--- src/rtl/nlfsr_pkg.sv ---
// Shared definitions for the NLFSR feedback search:
// FSM encoding, default watchdog limit, saturating increment.
package nlfsr_pkg;

    typedef logic [2:0] state_t;

    localparam state_t S_IDLE     = 3'd0;
    localparam state_t S_CLR      = 3'd1;
    localparam state_t S_WAIT_SEL = 3'd2;
    localparam state_t S_RUN      = 3'd3;
    localparam state_t S_REPORT   = 3'd4;
    localparam state_t S_NEXT     = 3'd5;
    localparam state_t S_DONE     = 3'd6;

    // A full period is 2^size-1 steps; leave a small margin.
    function automatic int unsigned default_timeout(input int unsigned size);
        return (32'd1 << size) + 32'd8;
    endfunction

    function automatic logic [31:0] sat_inc(
        input logic [31:0] v,
        input int unsigned w
    );
        logic [31:0] lim;
        lim = (w >= 32) ? '1 : ((32'd1 << w) - 32'd1);
        return (v >= lim) ? lim : v + 32'd1;
    endfunction

endpackage

--- src/rtl/nlfsr_search_ctrl_if.sv ---
// Result port of the NLFSR search sequencer.
// Valid/ready transfer of full-period candidate indices.
interface nlfsr_search_ctrl_if #(
    parameter int unsigned CAND_W = 16
);
    logic              hit_valid;
    logic [CAND_W-1:0] hit_idx;
    logic              hit_ready;

    modport master (
        output hit_valid,
        output hit_idx,
        input  hit_ready
    );

    modport slave (
        input  hit_valid,
        input  hit_idx,
        output hit_ready
    );
endinterface

--- src/rtl/nlfsr_watchdog.sv ---
// Clearable, enabled, saturating cycle counter with a
// terminal-count flag at LIMIT-1.
module nlfsr_watchdog
    import nlfsr_pkg::*;
#(
    parameter int unsigned W     = 18,
    parameter int unsigned LIMIT = 65544
) (
    input  logic clk,
    input  logic res,
    input  logic clr,
    input  logic en,
    output logic tc
);

    logic [W-1:0] cnt;

    always_ff @(posedge clk or negedge res) begin
        if (!res) begin
            cnt <= '0;
        end else if (clr) begin
            cnt <= '0;
        end else if (en) begin
            cnt <= W'(sat_inc(32'(cnt), W));
        end
    end

    assign tc = (cnt == W'(LIMIT - 1));

endmodule

--- src/rtl/nlfsr_search_ctrl.sv ---
// Sequencer for the exhaustive NLFSR feedback search:
// load candidate, reset/run NLFSR, collect verdict, report hits.
module nlfsr_search_ctrl
    import nlfsr_pkg::*;
#(
    parameter int unsigned SIZE    = 16,
    parameter int unsigned CAND_W  = 16,
    parameter int unsigned TIMEOUT = default_timeout(SIZE)
) (
    input  logic              clk,
    input  logic              res,
    input  logic              start,
    input  logic              abort,
    input  logic [CAND_W-1:0] cand_first,
    input  logic [CAND_W-1:0] cand_last,
    output logic              sel_load,
    output logic [CAND_W-1:0] cand_idx,
    input  logic              sel_done,
    output logic              lfsr_res,
    output logic              lfsr_ena,
    input  logic              lfsr_found,
    input  logic              lfsr_failure,
    nlfsr_search_ctrl_if.master hit,
    output logic              busy,
    output logic              done,
    output logic [CAND_W-1:0] hit_count,
    output logic [CAND_W-1:0] tmo_count
);

    localparam int unsigned WD_W = SIZE + 2;

    state_t            state;
    logic [CAND_W-1:0] last_q;
    logic              hit_valid_q;
    logic [CAND_W-1:0] hit_idx_q;
    logic              wd_clr;
    logic              wd_en;
    logic              wd_tc;

    assign hit.hit_valid = hit_valid_q;
    assign hit.hit_idx   = hit_idx_q;

    // Watchdog restarts on every entry to RUN.
    assign wd_clr = (state == S_WAIT_SEL) && sel_done;
    assign wd_en  = (state == S_RUN);

    nlfsr_watchdog #(
        .W     (WD_W),
        .LIMIT (TIMEOUT)
    ) u_wd (
        .clk (clk),
        .res (res),
        .clr (wd_clr),
        .en  (wd_en),
        .tc  (wd_tc)
    );

    always_ff @(posedge clk or negedge res) begin
        if (!res) begin
            state       <= S_IDLE;
            last_q      <= '0;
            cand_idx    <= '0;
            sel_load    <= 1'b0;
            lfsr_res    <= 1'b0;
            lfsr_ena    <= 1'b0;
            hit_valid_q <= 1'b0;
            hit_idx_q   <= '0;
            busy        <= 1'b0;
            done        <= 1'b0;
            hit_count   <= '0;
            tmo_count   <= '0;
        end else begin
            sel_load <= 1'b0;
            lfsr_res <= 1'b0;
            done     <= 1'b0;
            if (abort && state != S_IDLE) begin
                state       <= S_IDLE;
                busy        <= 1'b0;
                lfsr_ena    <= 1'b0;
                hit_valid_q <= 1'b0;
            end else begin
                unique case (state)
                    S_IDLE: begin
                        if (start) begin
                            last_q    <= cand_last;
                            cand_idx  <= cand_first;
                            hit_count <= '0;
                            tmo_count <= '0;
                            sel_load  <= 1'b1;
                            lfsr_res  <= 1'b1;
                            lfsr_ena  <= 1'b0;
                            busy      <= 1'b1;
                            state     <= S_CLR;
                        end
                    end
                    S_CLR: begin
                        state <= S_WAIT_SEL;
                    end
                    S_WAIT_SEL: begin
                        if (sel_done) begin
                            lfsr_ena <= 1'b1;
                            state    <= S_RUN;
                        end
                    end
                    S_RUN: begin
                        if (lfsr_failure) begin
                            lfsr_ena <= 1'b0;
                            state    <= S_NEXT;
                        end else if (wd_tc) begin
                            tmo_count <= CAND_W'(sat_inc(32'(tmo_count), CAND_W));
                            lfsr_ena  <= 1'b0;
                            state     <= S_NEXT;
                        end else if (lfsr_found) begin
                            hit_count   <= CAND_W'(sat_inc(32'(hit_count), CAND_W));
                            hit_idx_q   <= cand_idx;
                            hit_valid_q <= 1'b1;
                            lfsr_ena    <= 1'b0;
                            state       <= S_REPORT;
                        end
                    end
                    S_REPORT: begin
                        if (hit.hit_ready) begin
                            hit_valid_q <= 1'b0;
                            state       <= S_NEXT;
                        end
                    end
                    S_NEXT: begin
                        if (cand_idx == last_q) begin
                            done  <= 1'b1;
                            state <= S_DONE;
                        end else begin
                            cand_idx <= cand_idx + 1'b1;
                            sel_load <= 1'b1;
                            lfsr_res <= 1'b1;
                            state    <= S_CLR;
                        end
                    end
                    S_DONE: begin
                        busy  <= 1'b0;
                        state <= S_IDLE;
                    end
                    default: begin
                        busy  <= 1'b0;
                        state <= S_IDLE;
                    end
                endcase
            end
        end
    end

endmodule

--- src/flat_wrapper.sv ---
// flat-port wrapper written by rule: the top's interface ports become plain ports
module nlfsr_search_ctrl_flat import nlfsr_pkg::*;
#(
    parameter int unsigned SIZE    = 16,
    parameter int unsigned CAND_W  = 16,
    parameter int unsigned TIMEOUT = default_timeout(SIZE)
)
  (clk, res, start, abort, cand_first, cand_last, sel_load, cand_idx, sel_done, lfsr_res, lfsr_ena, lfsr_found, lfsr_failure, busy, done, hit_count, tmo_count, hit_hit_valid, hit_hit_idx, hit_hit_ready);
  nlfsr_search_ctrl_if #(.CAND_W(CAND_W)) hit_i ();
  input  logic clk;
  input  logic res;
  input  logic start;
  input  logic abort;
  input  logic [CAND_W-1:0] cand_first;
  input  logic [CAND_W-1:0] cand_last;
  output logic sel_load;
  output logic [CAND_W-1:0] cand_idx;
  input  logic sel_done;
  output logic lfsr_res;
  output logic lfsr_ena;
  input  logic lfsr_found;
  input  logic lfsr_failure;
  output logic busy;
  output logic done;
  output logic [CAND_W-1:0] hit_count;
  output logic [CAND_W-1:0] tmo_count;
  output wire logic [$bits(hit_i.hit_valid)-1:0] hit_hit_valid;
  output wire logic [$bits(hit_i.hit_idx)-1:0] hit_hit_idx;
  input wire logic [$bits(hit_i.hit_ready)-1:0] hit_hit_ready;
  assign hit_hit_valid = hit_i.hit_valid;
  assign hit_hit_idx = hit_i.hit_idx;
  assign hit_i.hit_ready = hit_hit_ready;
  nlfsr_search_ctrl #(.SIZE(SIZE), .CAND_W(CAND_W), .TIMEOUT(TIMEOUT)) u_core (.clk(clk), .res(res), .start(start), .abort(abort), .cand_first(cand_first), .cand_last(cand_last), .sel_load(sel_load), .cand_idx(cand_idx), .sel_done(sel_done), .lfsr_res(lfsr_res), .lfsr_ena(lfsr_ena), .lfsr_found(lfsr_found), .lfsr_failure(lfsr_failure), .hit(hit_i), .busy(busy), .done(done), .hit_count(hit_count), .tmo_count(tmo_count));
endmodule
--- config.mk ---
export PLATFORM = sky130hd
export DESIGN_NAME = nlfsr_search_ctrl_flat
export DESIGN_NICKNAME = d
export VERILOG_FILES = /design/src/rtl/nlfsr_pkg.sv /design/src/rtl/nlfsr_search_ctrl_if.sv /design/src/rtl/nlfsr_watchdog.sv /design/src/rtl/nlfsr_search_ctrl.sv /design/src/flat_wrapper.sv
export SDC_FILE = /design/constraint.sdc
export NUM_CORES = 1
export LEC_CHECK = 0
export CORE_ASPECT_RATIO = 1.1
export CORE_MARGIN = 3
export CORE_UTILIZATION = 53
export CTS_CLUSTER_SIZE = 40
export DETAILED_ROUTE_END_ITERATION = 10
export PLACE_DENSITY = 0.93
export SLEW_MARGIN = 20
export SYNTH_ARGS = -nofsm -noshare
export SYNTH_HDL_FRONTEND = slang
export SYNTH_HIERARCHICAL = 1
export SYNTH_SLANG_ARGS = --single-unit
--- constraint.sdc ---
create_clock -name clk -period 3 [get_ports clk]
set_input_delay 0.3 -clock clk [delete_from_list [all_inputs] [get_ports clk]]
set_output_delay 0.3 -clock clk [all_outputs]
set_load 0.005 [all_outputs]
==> reports/results.ini <==
[cts]
ctsRootBufferMaster=sky130_fd_sc_hd__clkbuf_16
clkSinkCount=106
cts_buffers=9
clock_tree.buffer_depth=2
clk_pin_slew_ns=0.07
cts_resized=0
post_cts.repair.setup_buffers=0
cts_htree_levels=3
clkLatencyLatePin_ns=0.35
tritoncts=yes
cts_hold_buf=0

[timing]
max_slew.worst_pin.slew_ns=0.852
final.setup_skew_ns=0.00686
final.min_clock_period_ns=2.76
slew_limit_headroom_pct=42.8
finalHoldViolations=0
finalSetupTns_ns=0
rsz0062_at_grt=false
final_max_slew_viol_count=0
timing.final.crit_share_pct=92.0
number_of_endpoints_failing_setup_at_the_final_stage=0
maxClockFrequency_ghz=0.362

[floorplan]
floorplan.die_area_sq_um=12200
io_pins=110
fp.dieW_microns=106
core_sq_um=10500
rows=39
vertical_extent_of_the_die_microns=115
floorplan.initialDensity_pct=55.0

[layout]
final_util_pct=69.3
final_common_cell=sky130_fd_sc_hd__nand2_1
n_antenna_cell=0
layout-drive-gt1-share_pct=8.13
syn2layout_area_growth_pct=26.0
num-nets-final=789
mostFrequentLayoutCells=sky130_fd_sc_hd__nand2_1, sky130_fd_sc_hd__clkdlybuf4s50_1, sky130_fd_sc_hd__dfrtp_1
final_design_area_no_fill_sq_um=7270

[power]
switching_fraction_pct=37.7
worst_voltage_drop_across_the_vdd_grid_uv=498
cell_internal_power_mw=3.47
power_leakage_nw=3.06
clkPwrFrac_pct=20.0
power.sequential.fraction_pct=42.6
power_density_nw_per_um2=766
total_switching_power_mw=2.10
power.combinational.fraction_pct=37.4

[run]
cap_viol_max_count=0

[grt]
grt_antenna_before_repair=0
largest_net_degree_at_the_start_of_global_routing=63
grt_pass1_wl_mm=27.5
grt_util_all_layers_pct=27.8
grt_pass1_vias=5562
grt_remaining_overflow=0

[placed_design]
detailed_place_hpwl_mm=11.6
globalplace.congestion=0.914
dpl-instance-area_sq_um=6990
buffer_ports.inserted=109

[worst_setup_path]
type_of_origin_of_the_critical_path=flop
crit_path_max_fanout=13
rrSetupSlack_ns=0.24
setup.worst_path.end_class=flop
critical_path_arrival_ns=2.97
reg2regPathDepth=8
cp_required_ns=3.21
rr_startpoint=u_core/u_wd/cnt[0]
crit_type=flop to flop
rr_endpoint=u_core/hit_count[15]

[detailed_routing]
drc=0
dr.first_iter.drc_count=759
num_vias=5700
number_of_antenna_violating_nets_in_the_routed_design=0
avgRoutedWirePerCell_microns=18.7
drt_pre_antenna_iters=7
detail_route.wirelength_mm=16.7
vias_per_cell=6.38

[yosys]
synthesis.area_sq_um=5770
mean_instance_size_in_the_synthesized_netlist_sq_um=8.93
synth.distinct_cells=72
postSynthRegisterBits=106
syn-num-nets=690
synth_async_sr_flop_share_pct=100
synthCells=646
yosysWarnings=6
ys.flop_type=sky130_fd_sc_hd__dfrtp_1
synth_enable_flop_cells=0
synth_sequential_area_ratio_pct=46.0

[outcome]
run_status=finished clean

[min_path]
worstHoldPathType=input pin to asynchronous set/reset pin

-- worst max-delay path by stage --
stage                           end                start  depth (start not counted)  slack (ns)
4_1_cts        u_core/hit_count[15]   u_core/u_wd/cnt[0]                          8        0.33
3_3_place_gp   u_core/hit_count[13]   u_core/u_wd/cnt[0]                          8        0.43
6_report       u_core/hit_count[15]   u_core/u_wd/cnt[0]                          8        0.24
2_1_floorplan   u_core/hit_count[8]  u_core/u_wd/cnt[13]                          7        0.68
5_1_grt        u_core/hit_count[13]   u_core/u_wd/cnt[0]                          8        0.11
3_5_place_dp   u_core/hit_count[13]   u_core/u_wd/cnt[0]                          8        0.34
-- cells by family after synthesis --
family / Yosys count / synth area share (%)
AO/OA/AOI/OAI: 166 / 19.3
XOR/XNOR: 17 / 2.97
adder cells (fa/ha/maj): 4 / 0.867
buffers and inverters: 51 / 4.12
flip-flops: 106 / 46.0
multiplexers: 2 / 0.433
AND/OR/NAND/NOR: 300 / 26.4
-- Yosys cell counts (4+ instances only) --
cell type | number | share of area, %
sky130_fd_sc_hd__a211oi_1 | 9 | 1.2
sky130_fd_sc_hd__a21o_1 | 4 | 0.52
sky130_fd_sc_hd__a21oi_1 | 41 | 3.6
sky130_fd_sc_hd__a311oi_1 | 6 | 0.91
sky130_fd_sc_hd__a31oi_1 | 23 | 2.5
sky130_fd_sc_hd__a41oi_1 | 6 | 0.91
sky130_fd_sc_hd__and3_1 | 10 | 1.1
sky130_fd_sc_hd__and4_1 | 4 | 0.61
sky130_fd_sc_hd__buf_2 | 5 | 0.43
sky130_fd_sc_hd__buf_4 | 5 | 0.65
sky130_fd_sc_hd__clkbuf_1 | 24 | 1.6
sky130_fd_sc_hd__dfrtp_1 | 106 | 46
sky130_fd_sc_hd__ha_1 | 4 | 0.87
sky130_fd_sc_hd__inv_1 | 11 | 0.72
sky130_fd_sc_hd__nand2_1 | 130 | 8.5
sky130_fd_sc_hd__nand3_1 | 16 | 1.4
sky130_fd_sc_hd__nand4_1 | 16 | 1.7
sky130_fd_sc_hd__nor2_1 | 49 | 3.2
sky130_fd_sc_hd__nor3_1 | 29 | 2.5
sky130_fd_sc_hd__nor4_1 | 8 | 0.87
sky130_fd_sc_hd__o21ai_0 | 29 | 2.5
sky130_fd_sc_hd__o21bai_1 | 5 | 0.65
sky130_fd_sc_hd__o22a_1 | 5 | 0.76
sky130_fd_sc_hd__o22ai_1 | 5 | 0.54
sky130_fd_sc_hd__o32a_1 | 9 | 1.6
sky130_fd_sc_hd__or2_2 | 4 | 0.43
sky130_fd_sc_hd__or4_1 | 4 | 0.52
sky130_fd_sc_hd__xnor2_1 | 13 | 2.0
-- registers in the layout, indices dropped and copies added, names as in the netlist --
register              flops
u_core/u_wd/cnt          18
u_core/tmo_count         16
u_core/hit.hit_idx       16
u_core/last_q            16
u_core/hit.hit_valid      1
u_core/done               1
u_core/busy               1
u_core/cand_idx          16
u_core/hit_count         16
u_core/lfsr_res           1
u_core/state              3
u_core/lfsr_ena           1
-- power groups by stage --
| stage | logic [mW] | clock network (mW) | registers (mW) |
|---|---|---|---|
| 6_report | 2.08 | 1.11 | 2.37 |
| 2_1_floorplan | 1.29 | 0 | 2.20 |
| 4_1_cts | 2.08 | 1.14 | 2.36 |
| 5_1_grt | 2.28 | 1.20 | 2.43 |
| 3_5_place_dp | 2.05 | 0 | 2.38 |
| 3_3_place_gp | 1.97 | 0 | 2.36 |
-- per-stage QoR --
step / hold WS (ns) / setup WS, ns / total power, mW / cells
floorplan: 0.00441 / 0.677 / 3.49 / 646
global placement: 0.429 / 0.434 / 4.32 / 877
detailed placement: 0.451 / 0.338 / 4.43 / 877
CTS: 0.0751 / 0.328 / 5.58 / 893
global route: 0.107 / 0.106 / 5.92 / 893
finish: 0.0512 / 0.241 / 5.57 / 893
-- cell type report --
class | count | area, sq um
Clock inverter | 7 | 52.6
Clock buffer | 9 | 225
Multi-Input combinational cell | 489 | 2880
Sequential cell | 106 | 2650
Inverter | 12 | 45.0
Fill cell | 767 | 3220
Timing Repair Buffer | 127 | 1240
Tap cell | 143 | 179
-- layer usage --
layer,global-route usage (%),part of all wire (%)
met2,45.7,49
met3,4.40,7.8
met1,36.1,40
met5,0,0
met4,14.0,3.9
-- critical path: stages (launching register included) --
cell and delay [ns]:
sky130_fd_sc_hd__dfrtp_1 0.44, sky130_fd_sc_hd__ha_1 0.27, sky130_fd_sc_hd__nand2_1 0.11, sky130_fd_sc_hd__nor4_1 0.07, sky130_fd_sc_hd__buf_4 0.15, sky130_fd_sc_hd__nand4b_1 0.55
sky130_fd_sc_hd__nor4_1 0.71, sky130_fd_sc_hd__and4_1 0.29, sky130_fd_sc_hd__nor3_1 0.05
No activity file was read; power rests on OpenSTA's default activity.
